[src/rtl/mult_div_unit_pkg.sv]
// -----------------------------------------------------------------------------
// mult_div_unit_pkg
// Shared definitions for the iterative multiply/divide unit: operand width,
// iteration count, op encodings (MIPS funct-derived 2-bit code) and the
// controller state enum.
// -----------------------------------------------------------------------------
package mult_div_unit_pkg;

  localparam int MD_WIDTH      = 32;
  localparam int MD_ITER_COUNT = 32;

  typedef enum logic [1:0] {
    OP_MULT  = 2'b00,
    OP_MULTU = 2'b01,
    OP_DIV   = 2'b10,
    OP_DIVU  = 2'b11
  } md_op_e;

  typedef enum logic [1:0] {
    ST_IDLE = 2'b00,
    ST_PREP = 2'b01,
    ST_RUN  = 2'b10,
    ST_FIX  = 2'b11
  } md_state_e;

  // MULT and DIV treat operands as two's complement; the U variants do not.
  function automatic logic md_is_signed(input md_op_e op);
    return (op == OP_MULT) || (op == OP_DIV);
  endfunction

endpackage

[src/rtl/mult_div_unit_md_addsub33.sv]
// -----------------------------------------------------------------------------
// md_addsub33
// 33-bit combinational adder/subtractor shared by the multiply accumulate and
// the divide trial subtraction.
//   a, b  : 33-bit operands
//   sub   : 1 = compute a - b, 0 = compute a + b
//   sum   : 33-bit result
//   cout  : carry out; for subtraction, 1 means a >= b (no borrow)
// -----------------------------------------------------------------------------
module md_addsub33 (
  input  logic [32:0] a,
  input  logic [32:0] b,
  input  logic        sub,
  output logic [32:0] sum,
  output logic        cout
);

  logic [32:0] b_eff;

  // Subtraction as a + ~b + 1: invert b bitwise, inject sub as carry-in.
  genvar gi;
  generate
    for (gi = 0; gi < 33; gi++) begin : g_binv
      assign b_eff[gi] = b[gi] ^ sub;
    end
  endgenerate

  assign {cout, sum} = {1'b0, a} + {1'b0, b_eff} + {33'd0, sub};

endmodule

[src/rtl/mult_div_unit.sv]
// -----------------------------------------------------------------------------
// mult_div_unit
// Iterative 32-bit MULT/MULTU/DIV/DIVU unit with architectural HI/LO.
// Fixed 34-cycle latency: IDLE -> PREP -> RUN (32 iterations) -> FIX -> IDLE.
//   clk, rst_n      : clock, asynchronous active-low reset
//   start, op       : request and opcode (sampled only in IDLE)
//   rs_val, rt_val  : multiplicand/dividend, multiplier/divisor
//   hi_we, lo_we,
//   wdata           : MTHI/MTLO writes (honoured only in IDLE)
//   busy            : operation in progress
//   done            : one-cycle completion pulse
//   hi, lo          : HI/LO registers
// Build option: define MULT_DIV_DIV_EN to include the divide datapath; without
// it, divide requests are ignored.
// -----------------------------------------------------------------------------
module mult_div_unit
  import mult_div_unit_pkg::*;
#(
  parameter int WIDTH = MD_WIDTH  // adder is 33 bits, so WIDTH must stay 32
) (
  input  logic             clk,
  input  logic             rst_n,
  input  logic             start,
  input  logic [1:0]       op,
  input  logic [WIDTH-1:0] rs_val,
  input  logic [WIDTH-1:0] rt_val,
  input  logic             hi_we,
  input  logic             lo_we,
  input  logic [WIDTH-1:0] wdata,
  output logic             busy,
  output logic             done,
  output logic [WIDTH-1:0] hi,
  output logic [WIDTH-1:0] lo
);

  localparam int              CNT_W    = $clog2(MD_ITER_COUNT);
  localparam logic [CNT_W-1:0] CNT_LAST = CNT_W'(MD_ITER_COUNT - 1);

  md_state_e        state_reg, state_next;
  md_op_e           op_reg;
  logic [WIDTH-1:0] a_raw_reg, b_raw_reg;  // operands as presented
  logic [WIDTH-1:0] opnd_reg;             // multiplicand / divisor magnitude
  logic [WIDTH:0]   acc_reg;              // product high half / remainder
  logic [WIDTH-1:0] low_reg;              // multiplier+product low / quotient
  logic [CNT_W-1:0] cnt_reg;
  logic             sign_a_reg, sign_b_reg;
  logic             done_reg;
  logic [WIDTH-1:0] hi_reg, lo_reg;

  logic             accept;
  logic             op_signed, neg_a, neg_b;
  logic [WIDTH-1:0] mag_a, mag_b;
  logic [WIDTH:0]   add_a, add_b, add_sum;
  logic             add_sub, add_cout;
  logic [WIDTH:0]   mult_acc;
  logic [2*WIDTH-1:0] prod, prod_fix;
  logic [WIDTH-1:0] fix_hi, fix_lo;

`ifdef MULT_DIV_DIV_EN
  logic [WIDTH:0]   rem_shift;
  assign accept = (state_reg == ST_IDLE) && start;
`else
  assign accept = (state_reg == ST_IDLE) && start && !op[1];
`endif

  // ---------------- FSM: state register ----------------
  always_ff @(posedge clk or negedge rst_n) begin
    if (!rst_n) begin
      state_reg <= ST_IDLE;
    end else begin
      state_reg <= state_next;
    end
  end

  // ---------------- FSM: next state ----------------
  always_comb begin
    state_next = state_reg;
    case (state_reg)
      ST_IDLE: if (accept) state_next = ST_PREP;
      ST_PREP: state_next = ST_RUN;
      ST_RUN:  if (cnt_reg == '0) state_next = ST_FIX;
      ST_FIX:  state_next = ST_IDLE;
      default: state_next = ST_IDLE;
    endcase
  end

  // ---------------- FSM: outputs ----------------
  always_comb begin
    busy = (state_reg != ST_IDLE);
    done = done_reg;
    hi   = hi_reg;
    lo   = lo_reg;
  end

  // ---------------- operand conditioning ----------------
  assign op_signed = md_is_signed(op_reg);
  assign neg_a     = op_signed & a_raw_reg[WIDTH-1];
  assign neg_b     = op_signed & b_raw_reg[WIDTH-1];
  assign mag_a     = neg_a ? -a_raw_reg : a_raw_reg;
  assign mag_b     = neg_b ? -b_raw_reg : b_raw_reg;

  // ---------------- shared 33-bit adder ----------------
  always_comb begin
    add_a   = acc_reg;
    add_b   = {1'b0, opnd_reg};
    add_sub = 1'b0;
`ifdef MULT_DIV_DIV_EN
    // Restoring divide: trial-subtract divisor from the left-shifted remainder.
    rem_shift = {acc_reg[WIDTH-1:0], low_reg[WIDTH-1]};
    if (op_reg[1]) begin
      add_a   = rem_shift;
      add_sub = 1'b1;
    end
`endif
  end

  md_addsub33 u_addsub (
    .a    (add_a),
    .b    (add_b),
    .sub  (add_sub),
    .sum  (add_sum),
    .cout (add_cout)
  );

  assign mult_acc = low_reg[0] ? add_sum : acc_reg;

  // ---------------- result fix-up ----------------
  always_comb begin
    prod     = {acc_reg[WIDTH-1:0], low_reg};
    prod_fix = (sign_a_reg ^ sign_b_reg) ? -prod : prod;
    fix_hi   = prod_fix[2*WIDTH-1:WIDTH];
    fix_lo   = prod_fix[WIDTH-1:0];
`ifdef MULT_DIV_DIV_EN
    if (op_reg[1]) begin
      if (b_raw_reg == '0) begin
        // Divide by zero: fixed architectural result, no sign handling.
        fix_hi = a_raw_reg;
        fix_lo = '1;
      end else begin
        // Quotient sign = sign_a ^ sign_b; remainder follows the dividend.
        fix_lo = (sign_a_reg ^ sign_b_reg) ? -low_reg : low_reg;
        fix_hi = sign_a_reg ? -acc_reg[WIDTH-1:0] : acc_reg[WIDTH-1:0];
      end
    end
`endif
  end

  // ---------------- datapath registers ----------------
  always_ff @(posedge clk or negedge rst_n) begin
    if (!rst_n) begin
      op_reg     <= OP_MULT;
      a_raw_reg  <= '0;
      b_raw_reg  <= '0;
      opnd_reg   <= '0;
      acc_reg    <= '0;
      low_reg    <= '0;
      cnt_reg    <= '0;
      sign_a_reg <= 1'b0;
      sign_b_reg <= 1'b0;
      done_reg   <= 1'b0;
      hi_reg     <= '0;
      lo_reg     <= '0;
    end else begin
      done_reg <= 1'b0;
      case (state_reg)
        ST_IDLE: begin
          if (hi_we) hi_reg <= wdata;
          if (lo_we) lo_reg <= wdata;
          if (accept) begin
            op_reg    <= md_op_e'(op);
            a_raw_reg <= rs_val;
            b_raw_reg <= rt_val;
          end
        end
        ST_PREP: begin
          sign_a_reg <= neg_a;
          sign_b_reg <= neg_b;
          acc_reg    <= '0;
          low_reg    <= mag_a;
          opnd_reg   <= mag_b;
          cnt_reg    <= CNT_LAST;
        end
        ST_RUN: begin
          if (cnt_reg != '0) cnt_reg <= cnt_reg - CNT_W'(1);
`ifdef MULT_DIV_DIV_EN
          if (op_reg[1]) begin
            if (add_cout) begin
              acc_reg <= add_sum;
              low_reg <= {low_reg[WIDTH-2:0], 1'b1};
            end else begin
              acc_reg <= rem_shift;
              low_reg <= {low_reg[WIDTH-2:0], 1'b0};
            end
          end else begin
`else
          begin
`endif
            // Shift-add: {acc, multiplier} shifts right one after the add.
            acc_reg <= {1'b0, mult_acc[WIDTH:1]};
            low_reg <= {mult_acc[0], low_reg[WIDTH-1:1]};
          end
        end
        ST_FIX: begin
          hi_reg   <= fix_hi;
          lo_reg   <= fix_lo;
          done_reg <= 1'b1;
        end
        default: ;
      endcase
    end
  end

  // Carry out only matters for the divide trial subtraction.
  logic unused_bits;
  assign unused_bits = ^{add_cout, op_reg[1]};

endmodule
[config.mk]
export PLATFORM = sky130hd
export DESIGN_NAME = mult_div_unit
export DESIGN_NICKNAME = d
export VERILOG_FILES = /design/src/rtl/mult_div_unit_pkg.sv /design/src/rtl/mult_div_unit_md_addsub33.sv /design/src/rtl/mult_div_unit.sv
export SDC_FILE = /design/constraint.sdc
export NUM_CORES = 1
export LEC_CHECK = 0
export ABC_AREA = 1
export CAP_MARGIN = 25
export CORE_ASPECT_RATIO = 0.9
export CORE_MARGIN = 1
export CORE_UTILIZATION = 30
export CTS_CLUSTER_SIZE = 14
export DETAILED_ROUTE_END_ITERATION = 6
export SLEW_MARGIN = 10
export SYNTH_ARGS = -nofsm -noshare
export SYNTH_HDL_FRONTEND = slang
export SYNTH_SLANG_ARGS = --single-unit
export TNS_END_PERCENT = 5
[constraint.sdc]
create_clock -name clk -period 4.02 [get_ports clk]
set_input_delay 0.603 -clock clk [delete_from_list [all_inputs] [get_ports clk]]
set_output_delay 0.603 -clock clk [all_outputs]
set_load 0.02 [all_outputs]
# ---- Yosys cells after proc, flatten, opt, wreduce, memory -nomap -nowiden
# Cells that the tools add are included.
dict set report op_classes {
  reduce_logical 16
  bitwise_logic 3
  mux 16
  addsub 5
  eq_ne 9
}
# op count
set op_table {}
lappend op_table {{$pmux W32 S2} 3}
lappend op_table {{$mux W32} 4}
lappend op_table {{$pmux W33 S2} 1}
lappend op_table {{$mux W64} 1}
lappend op_table {{$neg A32 Y32} 2}
lappend op_table {{$neg A64 Y64} 1}
lappend op_table {{$add A33 B32 Y33} 1}
lappend op_table {{$mux W33} 1}
lappend op_table {{$ne A2 B2 Y1 const B} 5}
lappend op_table {{$pmux W5 S2} 1}
lappend op_table {{$reduce_and A2 Y1} 5}
lappend op_table {{$pmux W2 S4} 1}
lappend op_table {{$eq A2 B2 Y1 const B} 3}
lappend op_table {{$reduce_bool A2 Y1} 3}
lappend op_table {{$logic_not A5 Y1} 1}
lappend op_table {{$mux W5} 1}
lappend op_table {{$reduce_bool A5 Y1} 1}
lappend op_table {{$sub A5 B1 Y5 const B} 1}
lappend op_table {{$logic_not A2 Y1} 2}
lappend op_table {{$mux W2} 2}
lappend op_table {{$and A1 B1 Y1} 2}
lappend op_table {{$eq A2 B1 Y1 const B} 1}
lappend op_table {{$logic_and A1 B1 Y1} 2}
lappend op_table {{$logic_not A1 Y1} 1}
lappend op_table {{3 further kinds} 3}
dict set report word_totals {
  word_cells 62
  register_bits 237
}

# ---- Longest topological paths before layout
dict set report depth {
  word_depth 5
  mapped_depth 16
  ltp_nobuf 16
}

# ---- Hierarchy
# Synthesis repeated with hierarchy kept, for this count alone.
dict set report hier_totals {
  hier_cells 2474
  area_unflattened_um2 16383.2
}
# mod instances area_per_inst_um2 cells_per_inst
set by_module_without_submodules {}
lappend by_module_without_submodules {mult_div_unit 1 13753.2 1976}
lappend by_module_without_submodules {md_addsub33 1 2630.0 498}

# ---- Least setup slack after synthesis
# Ideal clock, no wire load.
dict set report synth_timing {
  kind {flip-flop to flip-flop}
  start {reg low_reg[0]}
  end {reg lo_reg[26], in the netlist lo[26]}
  t_arrival_ns 1.893
  stages_incl_launch_ff 12
  setup_slack_ns 2.007
  setup_time_ns 0.120
  path_cell_list {dfrtp_1 -> buf_6 -> clkinv_2 -> clkbuf_1 -> ha_1 -> nand2_2 -> nor2_4 -> nand3_4 -> o21ai_4 -> o211ai_1 -> nand3_1 -> a21oi_2}
}
dict set report synth_via {
  elab_chain_cells 3
}
# item line
set synth_rtl {}
lappend synth_rtl {{start: declaration} mult_div_unit.sv:44} ;# logic [WIDTH-1:0] low_reg;
lappend synth_rtl {{start signal: assignment} mult_div_unit.sv:179} ;# low_reg <= mag_a;
lappend synth_rtl {{start signal: assignment} mult_div_unit.sv:200} ;# low_reg <= {mult_acc[0], low_reg[WIDTH-1:1]};
lappend synth_rtl {{$neg A64 Y64} mult_div_unit.sv:130} ;# prod_fix = (sign_a_reg ^ sign_b_reg) ? -prod : prod;
lappend synth_rtl {{$mux W64} mult_div_unit.sv:130}
lappend synth_rtl {{$pmux W32 S2} mult_div_unit.sv:165} ;# case (state_reg)
lappend synth_rtl {{end signal: assignment} mult_div_unit.sv:168} ;# if (lo_we) lo_reg <= wdata;
lappend synth_rtl {{end signal: assignment} mult_div_unit.sv:205} ;# lo_reg <= fix_lo;
lappend synth_rtl {{end: declaration} mult_div_unit.sv:48} ;# logic [WIDTH-1:0] hi_reg, lo_reg;
# Every way passes these cells.
# A chain may end at the register's enable or synchronous reset.

# ---- Worst setup path in the final report
dict set report layout_timing {
  start {reg state_reg[0]}
  end {out busy}
}
dict set report layout_via {
  elab_chain_cells 1
}
# item line
set layout_rtl {}
lappend layout_rtl {{start: declaration} mult_div_unit.sv:39} ;# md_state_e state_reg, state_next;
lappend layout_rtl {{start signal: assignment} mult_div_unit.sv:71} ;# state_reg <= state_next;
lappend layout_rtl {{$reduce_bool A2 Y1} mult_div_unit.sv:89} ;# busy = (state_reg != ST_IDLE);
lappend layout_rtl {{end: declaration} mult_div_unit.sv:30} ;# output logic busy,
# Every way passes these cells.

==> impl_metrics.tcl <==
set metrics [dict create \
    synth_top_cell_by_area "dfrtp_1" \
    grt_max_degree 76 \
    ys.flop_type "dfrtp_1" \
    async_flop_share_pct 100 \
    syn_area_per_cell_um2 6.60 \
    wl_per_cell_um 18.1 \
    clock_latency_ns 0.57 \
    netlist.area_leader.share_pct 36.6 \
    drive_gt1_share_pct 5.10 \
    synth_nets 2580 \
    crit_path_end_kind "output port" \
    synth_mux_area_share_pct 0 \
    cts.sinks 235 \
    min_path_type "input port to async pin" \
    final-max-slew-violation-count 0 \
    vdd.ir_drop.worst_mv 0.408 \
    area_growth_pct 21.4 \
    start_util_pct 30.4 \
    placed_area_mm2 0.0185 \
    crit_arrival_ns 2.08 \
    synthCells 2435 \
    layout_min_cycle_time_ns 2.68 \
    ctsHoldBuffers 0 \
    hold_viol 5 \
    viasPerCell 5.09 \
    routed_wl_um 59600 \
    combPwrFrac_pct 58.7 \
    synth_edf_count 0 \
    ys_types 46 \
    drt_first_pass_iters 5 \
    outcome "finished with violations" \
    holdWs_ns -0.0199 \
    synthAdderAreaFrac_pct 3.32 \
    routed-via-count 16700 \
    nets 2713 \
    finalPower_mw 18.7 \
    drtIter0Drc 1533 \
    register_area_mm2 0.00588 \
    grt_pass1_vias 15800 \
    coreArea_mm2 0.0530 \
    max_stage_delay_ns 0.67 \
    fillers 5623 \
    rows 80 \
    pre_cts_slack_ns 1.33 \
    synth_common_cells "705 x nand2_1, 307 x nor2_1, 240 x inv_1, 235 x dfrtp_1, 215 x nand3_1" \
    drc 0 \
    io_buffers 168 \
    grt_pass1_wl_um 92900 \
    p_sw_mw 9.71 \
    multi_input_area_mm2 0.00888 \
    crit_top_cell "inv_1" \
    die_h_um 222 \
    cts_setup_buffers 0 \
    synth-simple-area-share_pct 34.5 \
    worstPathMaxFanout 4 \
    dp_hpwl_um 47100 \
    fin_tns_setup_ns 0 \
    seq_power_share_pct 25.8 \
    grt_overflow 0 \
    cp_slowest_cell "clkdlybuf4s50_1" \
    p_int_mw 8.96 \
    synth_area_mm2 0.0161 \
    ys_seq_area_share_pct 36.6 \
    fmax_mhz 373 \
    worst_ep_required_time_ns 3.42 \
    root_buffer "clkbuf_16" \
    grt_setup_unrepaired "no" \
    synth_seq_cells 235 \
    slew_headroom_pct 40.1 \
    dp.cells 3233 \
    place.gp.congestion 0.938 \
    ios 169 \
    ant_nets 0 \
    grt_use_total_pct 21.6 \
    synth_compound_area_share_pct 15.6 \
    clkSlewWorstSetupHoldPaths_ns 0.06 \
    h-tree-depth 1 \
    post_cts_resized 0 \
    finalWorstSetupSlack_ns 1.34 \
    post-synth-top-count-cell "nand2_1" \
    yosys_warnings 0 \
    final_cells 3285 \
    p_clk_share_pct 15.5 \
    postLayoutCellArea_mm2 0.0195 \
    setup_violations 0 \
    cts_buffer_depth 3 \
    antenna_found_initial 0 \
    synth-xor-area-share_pct 1.74 \
    violations "negative hold slack" \
    cap_violations 0 \
    cts_buffers 29 \
    finClkSkew_ns 0.0329 \
    synth_top_family_by_area "simple AND/OR/NAND/NOR gates" \
    crit_chain "inv_1, ha_1, inv_1, clkdlybuf4s50_1" \
    chipWidth_um 246 \
    synth_area_leaders "dfrtp_1 37%, nand2_1 16%, nor2_1 7.2%" \
    leakage_nw 9.09 \
    diodes 0 \
    path_class "register to output port" \
    worstMarginPinSlew_ns 0.897 \
    timing.final.crit_share_pct 66.7 \
    die_area_mm2 0.0545 \
    cts_tree "built" \
    netSwitchingFraction_pct 52.0 \
    worstSetupStartpointType "register" \
    p_per_area_mw_per_mm2 956 \
]
critical path, delay by kind of cell, from the launching register on:
kind | cells | cell delay (ns)
fa+ha+maj | 1 | 0.26
flops | 1 | 0.37
buf+inv | 3 | 0.90
final cells by class:
cell class / instances / area share (%)
clock buffer: 38 / 4.10
clock inverter: 13 / 1.26
inverter: 252 / 4.85
multi-input combinational: 1861 / 45.5
sequential: 235 / 30.1
tap: 697 / 4.47
timing repair buffer: 189 / 9.70
power groups by stage:
| stage | sequential [mW] | clock, mW | combinational (mW) |
|---|---|---|---|
| CTS | 4.78 | 2.94 | 10.9 |
| finish | 4.81 | 2.89 | 11.0 |
| global placement | 4.79 | 0 | 10.7 |
| global route | 4.95 | 3.03 | 12.3 |
| floorplan | 4.68 | 0 | 7.23 |
| detailed placement | 4.81 | 0 | 10.8 |
placed cells by master (no fill, tap or decap), drive strengths merged, types with 18 or more instances in the layout:
cell type      Yosys  final
a21oi            206    206
a31oi             18     18
buf               33     22
clkbuf            54     38
clkdlybuf4s50      0    167
dfrtp            235    235
ha                41     41
inv              249    249
nand2            718    718
nand3            220    220
nand4             31     31
nor2             321    321
nor3              19     19
o21ai            208    208
xor2              27     27
final timing paths:
path	cells after the start	slack (ns)	endpoint	startpoint
max	4	1.34	busy	state_reg[0]
min	1	-0.02	b_raw_reg[27]	rst_n
max reg2reg	10	1.43	hi[0]	low_reg[0]
min reg2reg	1	0.49	cnt_reg[4]	cnt_reg[4]
max in group asynchronous	2	3.09	cnt_reg[4]	rst_n
min in group clk	1	0.49	cnt_reg[4]	cnt_reg[4]
layer usage:
layer | routed length (µm) | global-route usage, %
met4 | 1190 | 4.53
met1 | 29700 | 33.8
met5 | 0 | 0
met3 | 4070 | 2.71
met2 | 24600 | 31.2
cell families after synthesis:
group | count (synthesis)
XOR/XNOR | 32
AO/OA/AOI/OAI | 463
flip-flops | 235
buffers and inverters | 339
adder cells (fa/ha/maj) | 42
AND/OR/NAND/NOR | 1324
stage by stage:
stage / hold slack [ns] / util, %
finish: -0.0199 / 36.9
global placement: 0.477 / 34.9
CTS: 0.00630 / 36.8
global route: 0.0240 / 36.9
detailed placement: 0.485 / 34.9
floorplan: 0.307 / -
Note: power is estimated with default switching activity, not from simulation.
